$ cat config.mk
export PLATFORM = sky130hd
export DESIGN_NAME = taxi_fare_meter
export DESIGN_NICKNAME = d
export VERILOG_FILES = /design/src/rtl/fare_pkg.sv /design/src/rtl/fare_wait_timer.sv /design/src/rtl/taxi_fare_meter.sv
export SDC_FILE = /design/constraint.sdc
export NUM_CORES = 1
export LEC_CHECK = 0
export CAP_MARGIN = 20
export CORE_AREA = 5 5 82 84
export DETAILED_ROUTE_END_ITERATION = 8
export DIE_AREA = 0 0 87 89
export PLACE_DENSITY_LB_ADDON = 0.25
export SLEW_MARGIN = 20
export SYNTH_ARGS = -nofsm -noshare
export SYNTH_HDL_FRONTEND = slang
export SYNTH_HIERARCHICAL = 1
export SYNTH_SLANG_ARGS = --single-unit
$ cat constraint.sdc
create_clock -name CLK -period 4.1 [get_ports CLK]
set_clock_uncertainty 0.05 [all_clocks]
set_input_delay 0.615 -clock CLK [delete_from_list [all_inputs] [get_ports CLK]]
set_output_delay 0.615 -clock CLK [all_outputs]
set_load 0.02 [all_outputs]
$ cat src/rtl/fare_pkg.sv
// fare_pkg
//   Shared definitions for the taxi fare meter: trip state encoding, default
//   price/rate constants (all money in jiao, 0.1 yuan) and a width-generic
//   saturating adder used for the running fare.
//   No ports (package).
package fare_pkg;

    typedef enum logic [1:0] {
        IDLE = 2'd0,
        RUN  = 2'd1,
        DONE = 2'd2
    } fare_state_e;

    localparam int unsigned DEF_FARE_W      = 16;
    localparam int unsigned DEF_MILE_W      = 13;
    localparam int unsigned DEF_WAIT_W      = 10;
    localparam int unsigned DEF_START_PRICE = 100;
    localparam int unsigned DEF_FUEL        = 10;
    localparam int unsigned DEF_BASE_KM     = 3;
    localparam int unsigned DEF_TIER1_RATE  = 20;
    localparam int unsigned DEF_TIER2_RATE  = 30;
    localparam int unsigned DEF_TIER_THRESH = 200;
    localparam int unsigned DEF_WAIT_UNIT   = 5;
    localparam int unsigned DEF_WAIT_RATE   = 10;
    localparam int unsigned DEF_NIGHT_ADD   = 10;

    // a + b clamped to 2^w - 1 (w <= 32). The 33-bit sum keeps the carry so
    // w == 32 still saturates correctly.
    function automatic logic [31:0] sat_add(input logic [31:0] a,
                                            input logic [31:0] b,
                                            input int unsigned w);
        logic [32:0] sum;
        logic [32:0] lim;
        sum = {1'b0, a} + {1'b0, b};
        lim = (33'd1 << w) - 33'd1;
        return 32'((sum > lim) ? lim : sum);
    endfunction

    // Companion to sat_add: high when a + b does not fit in w bits.
    function automatic logic sat_ovf(input logic [31:0] a,
                                     input logic [31:0] b,
                                     input int unsigned w);
        logic [32:0] sum;
        logic [32:0] lim;
        sum = {1'b0, a} + {1'b0, b};
        lim = (33'd1 << w) - 33'd1;
        return (sum > lim);
    endfunction

endpackage

$ cat src/rtl/fare_wait_timer.sv
// fare_wait_timer
//   Counts stationary minutes for the current trip and divides them by
//   WAIT_UNIT to produce a wait-charge strobe.
//   Ports:
//     clk, rst_n   clock, synchronous active-low reset
//     clear        trip start: zero the prescaler and minute counter
//     en           meter is running (ticks outside a trip are ignored)
//     wait_tick    one-cycle pulse per stationary minute
//     wait_min     saturating minute count for this trip (registered)
//     wait_charge  combinational strobe, high in the cycle whose tick
//                  completes a WAIT_UNIT group; the fare adds it on the
//                  same edge that registers the tick
module fare_wait_timer
    import fare_pkg::*;
#(
    parameter int unsigned WAIT_W    = DEF_WAIT_W,
    parameter int unsigned WAIT_UNIT = DEF_WAIT_UNIT
) (
    input  logic              clk,
    input  logic              rst_n,
    input  logic              clear,
    input  logic              en,
    input  logic              wait_tick,
    output logic [WAIT_W-1:0] wait_min,
    output logic              wait_charge
);

    localparam int unsigned PRE_W = (WAIT_UNIT > 1) ? $clog2(WAIT_UNIT) : 1;

    logic [PRE_W-1:0]  presc_q, presc_d;
    logic [WAIT_W-1:0] wait_min_q, wait_min_d;

    always_comb begin
        presc_d     = presc_q;
        wait_min_d  = wait_min_q;
        wait_charge = 1'b0;
        if (clear) begin
            presc_d    = '0;
            wait_min_d = '0;
        end else if (en && wait_tick) begin
            if (wait_min_q != '1) begin
                wait_min_d = wait_min_q + 1'b1;
            end
            // Reaching WAIT_UNIT is folded into the wrap: the counter never
            // holds WAIT_UNIT, it returns to 0 and charges in the same cycle.
            if (32'(presc_q) == WAIT_UNIT - 1) begin
                presc_d     = '0;
                wait_charge = 1'b1;
            end else begin
                presc_d = presc_q + 1'b1;
            end
        end
    end

    always_ff @(posedge clk) begin
        if (!rst_n) begin
            presc_q    <= '0;
            wait_min_q <= '0;
        end else begin
            presc_q    <= presc_d;
            wait_min_q <= wait_min_d;
        end
    end

    assign wait_min = wait_min_q;

endmodule

$ cat src/rtl/taxi_fare_meter.sv
// taxi_fare_meter
//   Trip-based fare meter between the odometer/timer front end and the
//   display driver. Flag-fall + fuel surcharge, free base distance, two-tier
//   per-km rate chosen on the running fare, waiting-time charges, saturating
//   fare with a sticky overflow flag. Money in jiao (0.1 yuan).
//   Optional build macro: NIGHT_SURCHARGE_EN adds the `night` input and the
//   NIGHT_ADD parameter (extra charge per charged km, latched at trip start).
//   Ports:
//     CLK, RST_N   clock, synchronous active-low reset
//     start        begin a trip (IDLE or DONE)
//     stop         end the running trip
//     clr          DONE -> IDLE
//     km_pulse     one-cycle pulse per km
//     wait_tick    one-cycle pulse per stationary minute
//     night        (NIGHT_SURCHARGE_EN only) night tariff request
//     fare         running / final fare
//     mileage      km this trip
//     wait_min     waiting minutes this trip
//     busy         high while the trip runs
//     fare_done    one-cycle pulse in the first DONE cycle
//     ovf          fare saturated during this trip (sticky)
//   The trip state is held in state_q for observation.
module taxi_fare_meter
    import fare_pkg::*;
#(
    parameter int unsigned FARE_W      = DEF_FARE_W,
    parameter int unsigned MILE_W      = DEF_MILE_W,
    parameter int unsigned WAIT_W      = DEF_WAIT_W,
    parameter int unsigned START_PRICE = DEF_START_PRICE,
    parameter int unsigned FUEL        = DEF_FUEL,
    parameter int unsigned BASE_KM     = DEF_BASE_KM,
    parameter int unsigned TIER1_RATE  = DEF_TIER1_RATE,
    parameter int unsigned TIER2_RATE  = DEF_TIER2_RATE,
    parameter int unsigned TIER_THRESH = DEF_TIER_THRESH,
    parameter int unsigned WAIT_UNIT   = DEF_WAIT_UNIT,
`ifdef NIGHT_SURCHARGE_EN
    parameter int unsigned NIGHT_ADD   = DEF_NIGHT_ADD,
`endif
    parameter int unsigned WAIT_RATE   = DEF_WAIT_RATE
) (
    input  logic              CLK,
    input  logic              RST_N,
    input  logic              start,
    input  logic              stop,
    input  logic              clr,
    input  logic              km_pulse,
    input  logic              wait_tick,
`ifdef NIGHT_SURCHARGE_EN
    input  logic              night,
`endif
    output logic [FARE_W-1:0] fare,
    output logic [MILE_W-1:0] mileage,
    output logic [WAIT_W-1:0] wait_min,
    output logic              busy,
    output logic              fare_done,
    output logic              ovf
);

    localparam logic [FARE_W-1:0] TRIP_FARE = FARE_W'(START_PRICE + FUEL);

    fare_state_e       state_q, state_d;
    logic [FARE_W-1:0] fare_q, fare_d;
    logic [MILE_W-1:0] mileage_q, mileage_d;
    logic              ovf_q, ovf_d;
    logic              busy_q, busy_d;
    logic              done_q, done_d;
    logic              trip_start;
    logic              running;
    logic              wait_charge;
    logic [31:0]       km_rate;
    logic [31:0]       charge;
`ifdef NIGHT_SURCHARGE_EN
    logic              night_q, night_d;
`endif

    assign running = (state_q == RUN);

    fare_wait_timer #(
        .WAIT_W    (WAIT_W),
        .WAIT_UNIT (WAIT_UNIT)
    ) u_wait_timer (
        .clk         (CLK),
        .rst_n       (RST_N),
        .clear       (trip_start),
        .en          (running),
        .wait_tick   (wait_tick),
        .wait_min    (wait_min),
        .wait_charge (wait_charge)
    );

    // Next state.
    always_comb begin
        state_d    = state_q;
        trip_start = 1'b0;
        case (state_q)
            IDLE: begin
                if (start) begin
                    state_d    = RUN;
                    trip_start = 1'b1;
                end
            end
            RUN: begin
                if (stop) begin
                    state_d = DONE;
                end
            end
            DONE: begin
                if (start) begin
                    state_d    = RUN;
                    trip_start = 1'b1;
                end else if (clr) begin
                    state_d = IDLE;
                end
            end
            default: state_d = IDLE;
        endcase
    end

    // Fare, mileage and flags. Tier is chosen on the fare before this
    // cycle's charges, and km + wait charges land in one saturating add.
    always_comb begin
        fare_d    = fare_q;
        mileage_d = mileage_q;
        ovf_d     = ovf_q;
        km_rate   = (32'(fare_q) < TIER_THRESH) ? TIER1_RATE : TIER2_RATE;
        charge    = '0;
`ifdef NIGHT_SURCHARGE_EN
        night_d   = night_q;
        if (night_q) begin
            km_rate = km_rate + NIGHT_ADD;
        end
`endif
        if (trip_start) begin
            fare_d    = TRIP_FARE;
            mileage_d = '0;
            ovf_d     = 1'b0;
`ifdef NIGHT_SURCHARGE_EN
            night_d   = night;
`endif
        end else if (running) begin
            if (km_pulse) begin
                if (mileage_q != '1) begin
                    mileage_d = mileage_q + 1'b1;
                end
                if (32'(mileage_q) >= BASE_KM) begin
                    charge = km_rate;
                end
            end
            if (wait_charge) begin
                charge = charge + WAIT_RATE;
            end
            fare_d = FARE_W'(sat_add(32'(fare_q), charge, FARE_W));
            if (sat_ovf(32'(fare_q), charge, FARE_W)) begin
                ovf_d = 1'b1;
            end
        end
        busy_d = (state_d == RUN);
        done_d = running && stop;
    end

    always_ff @(posedge CLK) begin
        if (!RST_N) begin
            state_q   <= IDLE;
            fare_q    <= '0;
            mileage_q <= '0;
            ovf_q     <= 1'b0;
            busy_q    <= 1'b0;
            done_q    <= 1'b0;
`ifdef NIGHT_SURCHARGE_EN
            night_q   <= 1'b0;
`endif
        end else begin
            state_q   <= state_d;
            fare_q    <= fare_d;
            mileage_q <= mileage_d;
            ovf_q     <= ovf_d;
            busy_q    <= busy_d;
            done_q    <= done_d;
`ifdef NIGHT_SURCHARGE_EN
            night_q   <= night_d;
`endif
        end
    end

    assign fare      = fare_q;
    assign mileage   = mileage_q;
    assign busy      = busy_q;
    assign fare_done = done_q;
    assign ovf       = ovf_q;

endmodule
==> results.tsv <==
metric	value	unit
power.internal	0.000681	W
grt_max_degree	26	
ant_nets	0	
htree_levels	2	
cp-end-kind	flip-flop	
yosysSeqAreaShare	0.365	
synthFlopType	dfxtp_1	
vias_per_cell	5.56	
die_area	7740	um2
synth_nets	312	
powerDensity	276	nW/um2
netlist_area	2580	um2
grt_pass1_vias	2161	
relSlewSlack	0.634	
synth_seq_cells	47	
grtUsageMet2	0.268	
final_hold_viol_count	0	
synth_cell_types	60	
fp.dieH	89	um
initial_core_util	0.441	
cts_made_buffers	5	
power_frac_seq	0.530	
boundaryPins	49	
clock.fmax	272	MHz
crit_arrival	3800	ps
clkPwrFrac	0.374	
post-route-min-period	3680	ps
p_sw_frac	0.239	
cp-start-kind	flip-flop	
clk_pin_slew_worst_paths	80	ps
rows	28	
drive_above_1_share	0.0845	
holdWs	400	ps
drt_pass1_iterations	6	
place_area	3140	um2
async_flop_share	0	
core	5850	um2
antenna_cells	0	
wl_per_cell	14.7	um
ir_drop	150	uV
dp_hpwl	4580	um
cts_buffer_depth	2	
crit_type	reg2reg	
clock_latency	300	ps
finalSetupTns	0	ps
die_w	87	um
ctsResizeCount	0	
layout.cells.non_filler	418	
holdCritPathClass	reg2reg	
place.gp.congestion	0.839	
cts_tree	yes	
crit_required	4220	ps
setup_viol	0	
drc_errors	0	
synth_edf_count	0	
syn_inst	293	
final_area	3250	um2
p_leak	1.18	nW
slew_viol_final	0	
nets	362	
yosysWarnings	6	
syn_to_final_growth	25.8	%
cts_hold_buf	0	
use_met1	0.218	
gr-total-overflow	0	
final.period_utilization	0.898	
p_sw	0.000214	W
worst_slew_pin_slew	548	ps
placed_cells	411	
grt_first_pass_wirelength	10200	um
vias	2326	
track_usage	0.165	
total_power	0.000895	W
io_buffers	48	
cap_violations	0	
wl	6130	um
antenna_found_initial	0	
syn_area_per_cell	8.81	um2
drtIter0Drc	138	
combPwrFrac	0.095	
post_cts_buffers	0	
cp_max_fo	10	
root_buffer	clkbuf_8	
cts_sinks	47	
top_usage_layer	met2	
rsz0062_at_grt	no	
status	completed	
grtUsageMet3	0.0341	
## synthesized netlist by cell type, drive strengths merged, types with 3 or more instances
cell type   n  area share
nor3        8       0.017
nand4      12       0.037
mux2i       5       0.019
a31oi       7       0.017
xor2       13       0.044
a21oi      23       0.045
ha         11       0.053
inv        11       0.016
nand2b      3      0.0073
buf         3      0.0053
nor2       29       0.042
nor4        7       0.017
xnor2       8       0.030
a211oi      4       0.012
clkbuf      5      0.0078
nand2      19       0.029
dfxtp      47        0.36
and2        7       0.017
nand3       9       0.026
o21ai      17       0.033
and3       12       0.032
and4        4       0.014
## metal layers
metal / share of wire / vias up
met1: 0.47 / 1088
met4: 0.016 / 0
met3: 0.055 / 10
met5: 0 / -
li1: - / 1164
met2: 0.46 / 64
## power by group through the flow
stage | clock, W | sequential (W) | combinational (W)
global placement | 0 | 0.000485 | 0.0000852
detailed placement | 0 | 0.000485 | 0.0000856
CTS | 0.000345 | 0.000475 | 0.0000862
floorplan | 0 | 0.000492 | 0.0000416
global route | 0.000366 | 0.000477 | 0.0000937
finish | 0.000335 | 0.000474 | 0.0000854
## cells by family after synthesis
family / count (synthesis) / synth area share
flops: 47 / 0.365
compound gates: 67 / 0.177
xor+xnor: 21 / 0.0742
buf+inv: 19 / 0.0291
simple gates: 122 / 0.274
fa+ha+maj: 12 / 0.0611
mux: 5 / 0.0194
## worst paths after layout
check | cells after the start | start | slack, ps | end
max | 15 | mileage[0] | 420 | fare[9]
max reg2reg | 15 | mileage[0] | 420 | fare[9]
min reg2reg | 2 | fare[0] | 400 | fare[0]
min | 2 | fare[0] | 400 | fare[0]
## through the flow
| stage | worst slack [ps] | util |
|---|---|---|
| 2_1_floorplan | 857 | - |
| 3_3_place_gp | 323 | 0.537 |
| 3_5_place_dp | 211 | 0.537 |
| 5_1_grt | 127 | 0.555 |
| 6_report | 418 | 0.555 |
| 4_1_cts | 401 | 0.555 |
## sequential cells by signal, summed over array words and instances, names as in the netlist
name and cells:
ovf 1, u_wait_timer/wait_min 10, fare_done 1, fare 16, u_wait_timer/presc_q 3, mileage 13
busy 1, state_q 2
## critical path, stage by stage, from the launching register on
cell and delay, ps:
dfxtp_1 370, ha_1 260, nor4_1 180, nand4_1 130
and2_1 230, nand2_1 130, inv_1 80, ha_1 280
nand2_1 60, o21ai_0 170, ha_1 360, a211oi_1 330
nor3b_1 100, o21ai_1 300, or2_1 390, a21oi_1 120
## placed cells by master (no fill, tap or decap), drive strengths merged, types with 2 or more instances in the layout
master          n
and3           12
o21ai          17
a21o            2
or2             2
nand2b          3
o311ai          2
nand3           9
o41ai           2
nor3            8
a21oi          23
nor3b           2
xor2           13
nand4          12
or3             2
clkbuf          6
o21bai          2
nor2           29
nand2          19
mux2i           5
nand3b          2
a2111oi         2
dfxtp          47
inv            11
ha             11
and4            4
a211oi          4
nor4            7
xnor2           8
clkdlybuf4s50  48
and2            7
buf             3
a31oi           7
## layout make-up
class                      count  area, um2
clock inverter                 1       30.0
multi-input combinational    227       1570
fill                         541       2600
inverter                      11       41.3
tap                           75       93.8
sequential                    47        941
clock buffer                   6       72.6
timing repair buffer          51        503
Power figures use the tool's default switching activity.
